[config.mk]
export PLATFORM = sky130hd
export DESIGN_NAME = multicycle_control
export DESIGN_NICKNAME = d
export VERILOG_FILES = /design/src/rtl/multicycle_control_pkg.sv /design/src/rtl/multicycle_control.sv
export SDC_FILE = /design/constraint.sdc
export NUM_CORES = 1
export LEC_CHECK = 0
export CORE_UTILIZATION = 41
export CTS_CLUSTER_DIAMETER = 150
export CTS_CLUSTER_SIZE = 16
export DETAILED_ROUTE_END_ITERATION = 8
export HOLD_SLACK_MARGIN = 0.1
export PLACE_DENSITY = 0.8
export SLEW_MARGIN = 20
export SYNTH_ARGS = -nofsm -noshare
export SYNTH_HDL_FRONTEND = slang
export SYNTH_SLANG_ARGS = --single-unit
[constraint.sdc]
create_clock -name clk -period 2.11 [get_ports clk]
set_input_delay 0.422 -clock clk [delete_from_list [all_inputs] [get_ports clk]]
set_output_delay 0.422 -clock clk [all_outputs]
set_load 0.02 [all_outputs]
[src/rtl/multicycle_control_pkg.sv]
//------------------------------------------------------------------------------
// Module      : multicycle_control_pkg
// Description : State encodings, datapath select encodings and MIPS opcode/funct
//               constants shared by the multicycle control FSM.
// Revision    : 1.0 - initial release
//------------------------------------------------------------------------------
`default_nettype none

package multicycle_control_pkg;

    typedef logic [3:0] state_t;

    localparam state_t c_st_fetch    = 4'd0;
    localparam state_t c_st_decode   = 4'd1;
    localparam state_t c_st_memadr   = 4'd2;
    localparam state_t c_st_memread  = 4'd3;
    localparam state_t c_st_memwb    = 4'd4;
    localparam state_t c_st_memwrite = 4'd5;
    localparam state_t c_st_rtype    = 4'd6;
    localparam state_t c_st_rwb      = 4'd7;
    localparam state_t c_st_itype    = 4'd8;
    localparam state_t c_st_iwb      = 4'd9;
    localparam state_t c_st_branch   = 4'd10;
    localparam state_t c_st_jump     = 4'd11;
    localparam state_t c_st_jal      = 4'd12;
    localparam state_t c_st_jr       = 4'd13;
    localparam state_t c_st_halt     = 4'd14;

    localparam logic [1:0] c_aluop_add   = 2'b00;
    localparam logic [1:0] c_aluop_sub   = 2'b01;
    localparam logic [1:0] c_aluop_funct = 2'b10;
    localparam logic [1:0] c_aluop_opc   = 2'b11;

    localparam logic [1:0] c_pcsrc_alu    = 2'b00;
    localparam logic [1:0] c_pcsrc_aluout = 2'b01;
    localparam logic [1:0] c_pcsrc_jump   = 2'b10;
    localparam logic [1:0] c_pcsrc_rega   = 2'b11;

    localparam logic [1:0] c_srcb_b     = 2'b00;
    localparam logic [1:0] c_srcb_four  = 2'b01;
    localparam logic [1:0] c_srcb_imm   = 2'b10;
    localparam logic [1:0] c_srcb_brimm = 2'b11;

    localparam logic [1:0] c_regdst_rt = 2'b00;
    localparam logic [1:0] c_regdst_rd = 2'b01;
    localparam logic [1:0] c_regdst_ra = 2'b10;

    localparam logic [1:0] c_mtr_aluout = 2'b00;
    localparam logic [1:0] c_mtr_mdr    = 2'b01;
    localparam logic [1:0] c_mtr_pc     = 2'b10;

    localparam logic [5:0] c_op_rtype = 6'h00;
    localparam logic [5:0] c_op_j     = 6'h02;
    localparam logic [5:0] c_op_jal   = 6'h03;
    localparam logic [5:0] c_op_beq   = 6'h04;
    localparam logic [5:0] c_op_bne   = 6'h05;
    localparam logic [5:0] c_op_addi  = 6'h08;
    localparam logic [5:0] c_op_slti  = 6'h0A;
    localparam logic [5:0] c_op_andi  = 6'h0C;
    localparam logic [5:0] c_op_ori   = 6'h0D;
    localparam logic [5:0] c_op_xori  = 6'h0E;
    localparam logic [5:0] c_op_lw    = 6'h23;
    localparam logic [5:0] c_op_sw    = 6'h2B;
    localparam logic [5:0] c_fn_jr    = 6'h08;

endpackage

`default_nettype wire

[src/rtl/multicycle_control.sv]
//------------------------------------------------------------------------------
// Module      : multicycle_control
// Description : Main control FSM of the multicycle MIPS datapath; sequences
//               fetch/decode/execute/memory/writeback and drives ALUOp.
// Revision    : 1.0 - initial release
//------------------------------------------------------------------------------
`default_nettype none

module multicycle_control
    import multicycle_control_pkg::*;
#(
    parameter bit HALT_ON_BAD = 1'b0
) (
    input  logic       clk,
    input  logic       reset,
    input  logic [5:0] opcode,
    input  logic [5:0] funct,
    input  logic       zero,
    input  logic       mem_ready,
    output logic       mem_req,
    output logic       mem_we,
    output logic       IorD,
    output logic       IRWrite,
    output logic       pc_en,
    output logic [1:0] PCSrc,
    output logic       ALUSrcA,
    output logic [1:0] ALUSrcB,
    output logic       ExtZero,
    output logic [1:0] ALUOp,
    output logic [1:0] RegDst,
    output logic [1:0] MemtoReg,
    output logic       RegWrite,
    output logic       instr_done,
    output logic       bad_instr,
    output logic       halted
);

    state_t r_state;
    state_t w_next;
    logic   w_illegal;

    always_ff @(posedge clk) begin
        if (reset) begin
            r_state <= c_st_fetch;
        end else begin
            r_state <= w_next;
        end
    end

    always_comb begin
        w_next    = r_state;
        w_illegal = 1'b0;
        case (r_state)
            c_st_fetch:    if (mem_ready) w_next = c_st_decode;
            c_st_decode: begin
                case (opcode)
                    c_op_lw, c_op_sw:    w_next = c_st_memadr;
                    c_op_rtype:          w_next = (funct == c_fn_jr) ? c_st_jr : c_st_rtype;
                    c_op_beq, c_op_bne:  w_next = c_st_branch;
                    c_op_addi, c_op_slti, c_op_andi, c_op_ori, c_op_xori:
                                         w_next = c_st_itype;
                    c_op_j:              w_next = c_st_jump;
                    c_op_jal:            w_next = c_st_jal;
                    default: begin
                        w_illegal = 1'b1;
                        w_next    = HALT_ON_BAD ? c_st_halt : c_st_fetch;
                    end
                endcase
            end
            c_st_memadr:   w_next = (opcode == c_op_lw) ? c_st_memread : c_st_memwrite;
            c_st_memread:  if (mem_ready) w_next = c_st_memwb;
            c_st_memwrite: if (mem_ready) w_next = c_st_fetch;
            c_st_rtype:    w_next = c_st_rwb;
            c_st_itype:    w_next = c_st_iwb;
            c_st_halt:     w_next = c_st_halt;
            default:       w_next = c_st_fetch;
        endcase
    end

    always_comb begin
        mem_req    = 1'b0;
        mem_we     = 1'b0;
        IorD       = 1'b0;
        IRWrite    = 1'b0;
        pc_en      = 1'b0;
        PCSrc      = c_pcsrc_alu;
        ALUSrcA    = 1'b0;
        ALUSrcB    = c_srcb_b;
        ExtZero    = 1'b0;
        ALUOp      = c_aluop_add;
        RegDst     = c_regdst_rt;
        MemtoReg   = c_mtr_aluout;
        RegWrite   = 1'b0;
        instr_done = 1'b0;
        bad_instr  = 1'b0;
        halted     = 1'b0;
        case (r_state)
            c_st_fetch: begin
                mem_req = 1'b1;
                ALUSrcB = c_srcb_four;
                IRWrite = mem_ready;
                pc_en   = mem_ready;
            end
            c_st_decode: begin
                ALUSrcB   = c_srcb_brimm;
                bad_instr = w_illegal;
            end
            c_st_memadr: begin
                ALUSrcA = 1'b1;
                ALUSrcB = c_srcb_imm;
            end
            c_st_memread: begin
                mem_req = 1'b1;
                IorD    = 1'b1;
            end
            c_st_memwb: begin
                MemtoReg   = c_mtr_mdr;
                RegWrite   = 1'b1;
                instr_done = 1'b1;
            end
            c_st_memwrite: begin
                mem_req    = 1'b1;
                mem_we     = 1'b1;
                IorD       = 1'b1;
                instr_done = mem_ready;
            end
            c_st_rtype: begin
                ALUSrcA = 1'b1;
                ALUOp   = c_aluop_funct;
            end
            c_st_rwb: begin
                RegDst     = c_regdst_rd;
                RegWrite   = 1'b1;
                instr_done = 1'b1;
            end
            c_st_itype: begin
                ALUSrcA = 1'b1;
                ALUSrcB = c_srcb_imm;
                ALUOp   = c_aluop_opc;
                ExtZero = (opcode == c_op_andi) || (opcode == c_op_ori) || (opcode == c_op_xori);
            end
            c_st_iwb: begin
                RegWrite   = 1'b1;
                instr_done = 1'b1;
            end
            c_st_branch: begin
                ALUSrcA    = 1'b1;
                ALUOp      = c_aluop_sub;
                PCSrc      = c_pcsrc_aluout;
                pc_en      = (opcode == c_op_bne) ? ~zero : zero;
                instr_done = 1'b1;
            end
            c_st_jump: begin
                PCSrc      = c_pcsrc_jump;
                pc_en      = 1'b1;
                instr_done = 1'b1;
            end
            // PC and $31 update on the same edge, so the link value is still PC+4.
            c_st_jal: begin
                PCSrc      = c_pcsrc_jump;
                pc_en      = 1'b1;
                RegDst     = c_regdst_ra;
                MemtoReg   = c_mtr_pc;
                RegWrite   = 1'b1;
                instr_done = 1'b1;
            end
            c_st_jr: begin
                PCSrc      = c_pcsrc_rega;
                pc_en      = 1'b1;
                instr_done = 1'b1;
            end
            c_st_halt: halted = 1'b1;
            default: ;
        endcase
        if (reset) begin
            mem_req    = 1'b0;
            mem_we     = 1'b0;
            IRWrite    = 1'b0;
            pc_en      = 1'b0;
            RegWrite   = 1'b0;
            instr_done = 1'b0;
            bad_instr  = 1'b0;
        end
    end

endmodule

`default_nettype wire

* Word level (Yosys, flattened, before mapping)
Index checks and enable logic that the tools add are counted.
Operators by class: equal/unequal tests 29, reductions and logical operators 17, bitwise gates (word level) 1, mux-type cells 32
Operators with widths (number):
- 6-bit by 4-bit == test with 1-bit output, second input constant | 6
- 4-bit one-hot mux with 8 select lines | 1
- 4-bit == test, second input constant | 7
- 4-bit one-hot mux with 6 select lines | 1
- 1-bit two-way mux | 18
- 2-bit one-hot mux with 3 select lines | 3
- 4-bit by 3-bit == test with 1-bit output, second input constant | 4
- 4-bit two-way mux | 4
- 6-bit by 2-bit == test with 1-bit output, second input constant | 2
- 6-bit by 3-bit == test with 1-bit output, second input constant | 2
- 6-bit == test, second input constant | 2
- 12-bit OR reduction | 1
- 2-bit OR reduction | 5
- 4-bit by 2-bit == test with 1-bit output, second input constant | 2
- 2-bit one-hot mux with 2 select lines | 2
- 4-bit OR reduction | 2
- 7-bit OR reduction | 1
- 6-bit zero test | 1
- 2-bit != test, second input constant | 3
- 3-bit OR reduction | 2
- 5-bit OR reduction | 1
- 4-bit by 1-bit == test with 1-bit output, second input constant | 1
- 4-bit zero test | 1
- 3-bit two-way mux | 1
- other kinds (5) | 6
Word-level totals: output and inout port bits 21, input bits 16, register bits 4

* Logic depth before layout (Yosys ltp)
word-level depth 5, depth in mapped cells 6

* Worst setup path before layout
No wires, ideal clock.
path kind register -> output, start reg r_state[2], end out RegWrite, buffers on the path 2, path slack 0.005 ns, cell stages (with the launch flop) 7, data required time 1.688 ns, data arrival time 1.683 ns, path through dfxtp_1 clkbuf_1 buf_1 nand2_1 nor2_1 a21oi_1 nor2_1
On the way: longest elaborated chain between the ends 4, elaborated cells between the ends (all ways) 7
Ends and longest elaborated chain:
- start: declaration | line multicycle_control.sv:38 | state_t r_state;
- start signal: assignment | line multicycle_control.sv:44 | r_state <= c_st_fetch;
- start signal: assignment | line multicycle_control.sv:46 | r_state <= w_next;
- 4-bit == test / 4-bit by 3-bit == test with 1-bit output (equally long branches) | line multicycle_control.sv:97 | case (r_state)
- 4-bit OR reduction (no line) (*)
- 1-bit two-way mux (*) | line multicycle_control.sv:97
- 1-bit two-way mux (*) | line multicycle_control.sv:175 | if (reset) begin
- end: declaration | line multicycle_control.sv:32 | output logic RegWrite,
Mark *: on every way between the ends. The rest lies on a longest branch, timed or not.

* Worst setup path after layout
start in reset, end out instr_done
On the way: longest elaborated chain between the ends 1
Ends and longest elaborated chain:
- start: declaration | line multicycle_control.sv:15 | input logic reset,
- 1-bit two-way mux | line multicycle_control.sv:175
- end: declaration | line multicycle_control.sv:33 | output logic instr_done,
No other way between the ends.

==> flow_metrics.tcl <==
set metrics [dict create \
    outcome "finished clean" \
    peakVddDrop_mv 0.202 \
    antenna_found_initial 0 \
    grt_pass1_wl_um 4820 \
    rsz0062_at_grt "false" \
    cts_setup_buffers 0 \
    maxCapViolations 0 \
    track_usage_pct 31.3 \
    synth-warning-count 0 \
    drt-total-wl_um 3220 \
    netlist_instances 134 \
    p_per_area_mw_per_mm2 287 \
    path_class "in -> out" \
    grt_pass1_vias 1134 \
    synth_area_um2 818 \
    drc_errors 0 \
    slew_headroom_pct 75.3 \
    fmaxAchievable_ghz 0.483 \
    fin_crit_sh_pct 98.2 \
    ant_nets 0 \
    area_delta_synth_final_pct 73.2 \
    overflow 0 \
    cts_buffers 3 \
    r2r-end "r_state[0]" \
    drtIter0Drc 47 \
    clockRootBuffer "clkbuf_4" \
    synth_cell_types 46 \
    std_cell_rows 15 \
    reg_top3 "r_state x4" \
    top_register "r_state" \
    crit_path_end_kind "primary output" \
    p_leak_uw 0.000650 \
    ys_ff_latch 4 \
    seq_area_frac_synth_pct 9.79 \
    synth-async-reset-ratio_pct 0 \
    final_cells 219 \
    pin_count 37 \
    cp.required_ns 1.69 \
    clk_pin_slew_ns 0.04 \
    cts_max_level 1 \
    ctsHoldBuffers 0 \
    finalCriticalPeriod_ns 2.07 \
    start_util_pct 45.4 \
    dp_cells 216 \
    ys_dominant_reg_cell "dfxtp_1" \
    post_drt_wl_per_cell_um 14.7 \
    crit_arrival_ns 1.65 \
    reg2reg_from "r_state[3]" \
    cts_buffer_depth 2 \
    vias_per_cell 5.75 \
    syn_avg_cell_area_um2 6.11 \
    port_buffers 36 \
    startpoint "reset" \
    reg2reg_depth 6 \
    place_hpwl_um 2440 \
    r2r_slack_ns 0.51 \
    drv_slew 0 \
    setup_viol 0 \
    cts_tree "yes" \
    syn-num-nets 150 \
    layout_setup_ws_ns 0.0389 \
    place_congestion 0.889 \
    die_area_mm2 0.00218 \
    synth_edf_count 0 \
    hp-class "in -> reg" \
    critPathMaxFanout 10 \
    post-place-ws_ns -0.560 \
    die-width_um 46.7 \
    antennaDiodeCount 0 \
    cts.sinks 4 \
    hold_violations 0 \
    drive_gt1_share_pct 28.4 \
    insertion_delay_ns 0.24 \
    final_nets 212 \
    grt_max_degree 15 \
    cp-endpoint "instr_done" \
    largest_reg_flops 4 \
    cp-start-kind "input port" \
    skew_ns 0.00811 \
    die_h_um 46.7 \
    coreArea_mm2 0.00180 \
    worst_slew_pin_slew_ns 0.365 \
    drtPass1Iterations 4 \
    num_vias 1260 \
]
## critical path, stage by stage
cell,delay (ns)
clkdlybuf4s50_1,0.41
buf_4,0.18
a311oi_1,0.22
o21a_1,0.15
clkdlybuf4s15_2,0.25
## logic make-up after synthesis
| kind of cell | synth area share, % |
|---|---|
| flip-flops | 9.79 |
| XOR/XNOR | 4.28 |
| AND/OR/NAND/NOR | 39.6 |
| AO/OA/AOI/OAI | 34.7 |
| buffers and inverters | 11.6 |
## worst min path at each step
| stage | depth (start not counted) | slack, ns | start | to |
|---|---|---|---|---|
| after floorplan | 1 | 0.54 | opcode[4] | r_state[1] |
| after global placement | 3 | 0.72 | r_state[2] | r_state[3] |
| after detailed placement | 4 | 0.75 | r_state[1] | r_state[2] |
| after CTS | 3 | 0.70 | opcode[4] | r_state[1] |
| after global routing | 3 | 0.73 | opcode[4] | r_state[1] |
| final | 5 | 0.71 | opcode[2] | r_state[3] |
## area by class of cell
class | count | area [µm²]
Clock buffer | 3 | 22.5
Tap cell | 25 | 31.3
Inverter | 7 | 26.3
Timing Repair Buffer | 72 | 593
Multi-Input combinational cell | 108 | 662
Sequential cell | 4 | 82.6
Fill cell | 142 | 384
## cells in the final DEF, fill, tap and decap left out, drive strengths merged, types with 2 or more instances in the layout
master / Yosys / routed
a211oi: 4 / 4
a21oi: 12 / 12
a221o: 2 / 2
a22oi: 2 / 2
a31oi: 2 / 2
buf: 6 / 40
clkbuf: 9 / 6
clkdlybuf4s15: 0 / 4
clkdlybuf4s50: 0 / 8
dfxtp: 4 / 4
dlygate4sd2: 0 / 14
dlymetal6s2s: 0 / 3
inv: 7 / 7
nand2: 4 / 4
nand2b: 7 / 7
nand3: 2 / 2
nor2: 26 / 26
nor3: 6 / 6
nor4b: 2 / 2
o21a: 2 / 2
o21ai: 5 / 5
o22ai: 2 / 2
o41ai: 2 / 2
or2: 3 / 3
or2b: 2 / 2
or3: 3 / 3
xnor2: 2 / 2
xor2: 2 / 2
## Yosys cell counts, types with 2 or more instances
library cell | number | share of area (%)
or3_1 | 3 | 2.3
o21a_1 | 2 | 1.8
o41ai_1 | 2 | 2.1
xnor2_1 | 2 | 2.1
nand2_1 | 4 | 1.8
a31oi_1 | 2 | 1.5
a21oi_1 | 12 | 7.3
or2b_1 | 2 | 1.8
o21ai_0 | 4 | 2.4
buf_2 | 3 | 1.8
or2_1 | 2 | 1.5
nand3_1 | 2 | 1.2
nor2_1 | 26 | 12
a22oi_1 | 2 | 1.8
nor3_1 | 5 | 3.1
buf_1 | 2 | 0.92
xor2_1 | 2 | 2.1
o22ai_1 | 2 | 1.5
nor4b_1 | 2 | 2.1
clkbuf_1 | 8 | 3.7
dfxtp_1 | 4 | 9.8
a221o_1 | 2 | 2.4
nand2b_1 | 7 | 5.4
a211oi_1 | 4 | 3.7
inv_1 | 7 | 3.2
## stage by stage
stage / power, µW / util [%] / setup TNS, ns / hold slack [ns] / area [µm²]
finish: 407 / 78.7 / 0 / 0.707 / 1420
CTS: 405 / 78.5 / 0 / 0.698 / 1410
floorplan: 191 / - / 0 / 0.542 / 818
detailed placement: 309 / 78.3 / -2.87 / 0.749 / 1410
global placement: 303 / 78.3 / -2.53 / 0.716 / 1410
global route: 432 / 78.7 / 0 / 0.728 / 1420
## layer usage
metal / vias up / part of all wire (%) / GRT usage (%) / wire (µm)
li1: 611 / - / - / -
met1: 583 / 43 / 40.6 / 1400
met2: 58 / 49 / 49.2 / 1570
met3: 8 / 6.5 / 5.49 / 210
met4: 0 / 1.3 / 15.4 / 41
met5: - / 0 / 0 / 0
## power by group
group | leakage, µW | switching [µW] | total [µW] | internal (µW)
Sequential | 0.0000333 | 6.58 | 86.1 | 79.5
Combinational | 0.000603 | 110 | 220 | 110
Clock | 0.0000138 | 36.7 | 101 | 64.0
Total | 0.000650 | 153 | 407 | 253
## timing repair
item,in CTS,in global routing
gates resized for setup,49,17
setup endpoints to repair,21,12
pin swaps,5,2
Power figures use the tool's default switching activity.
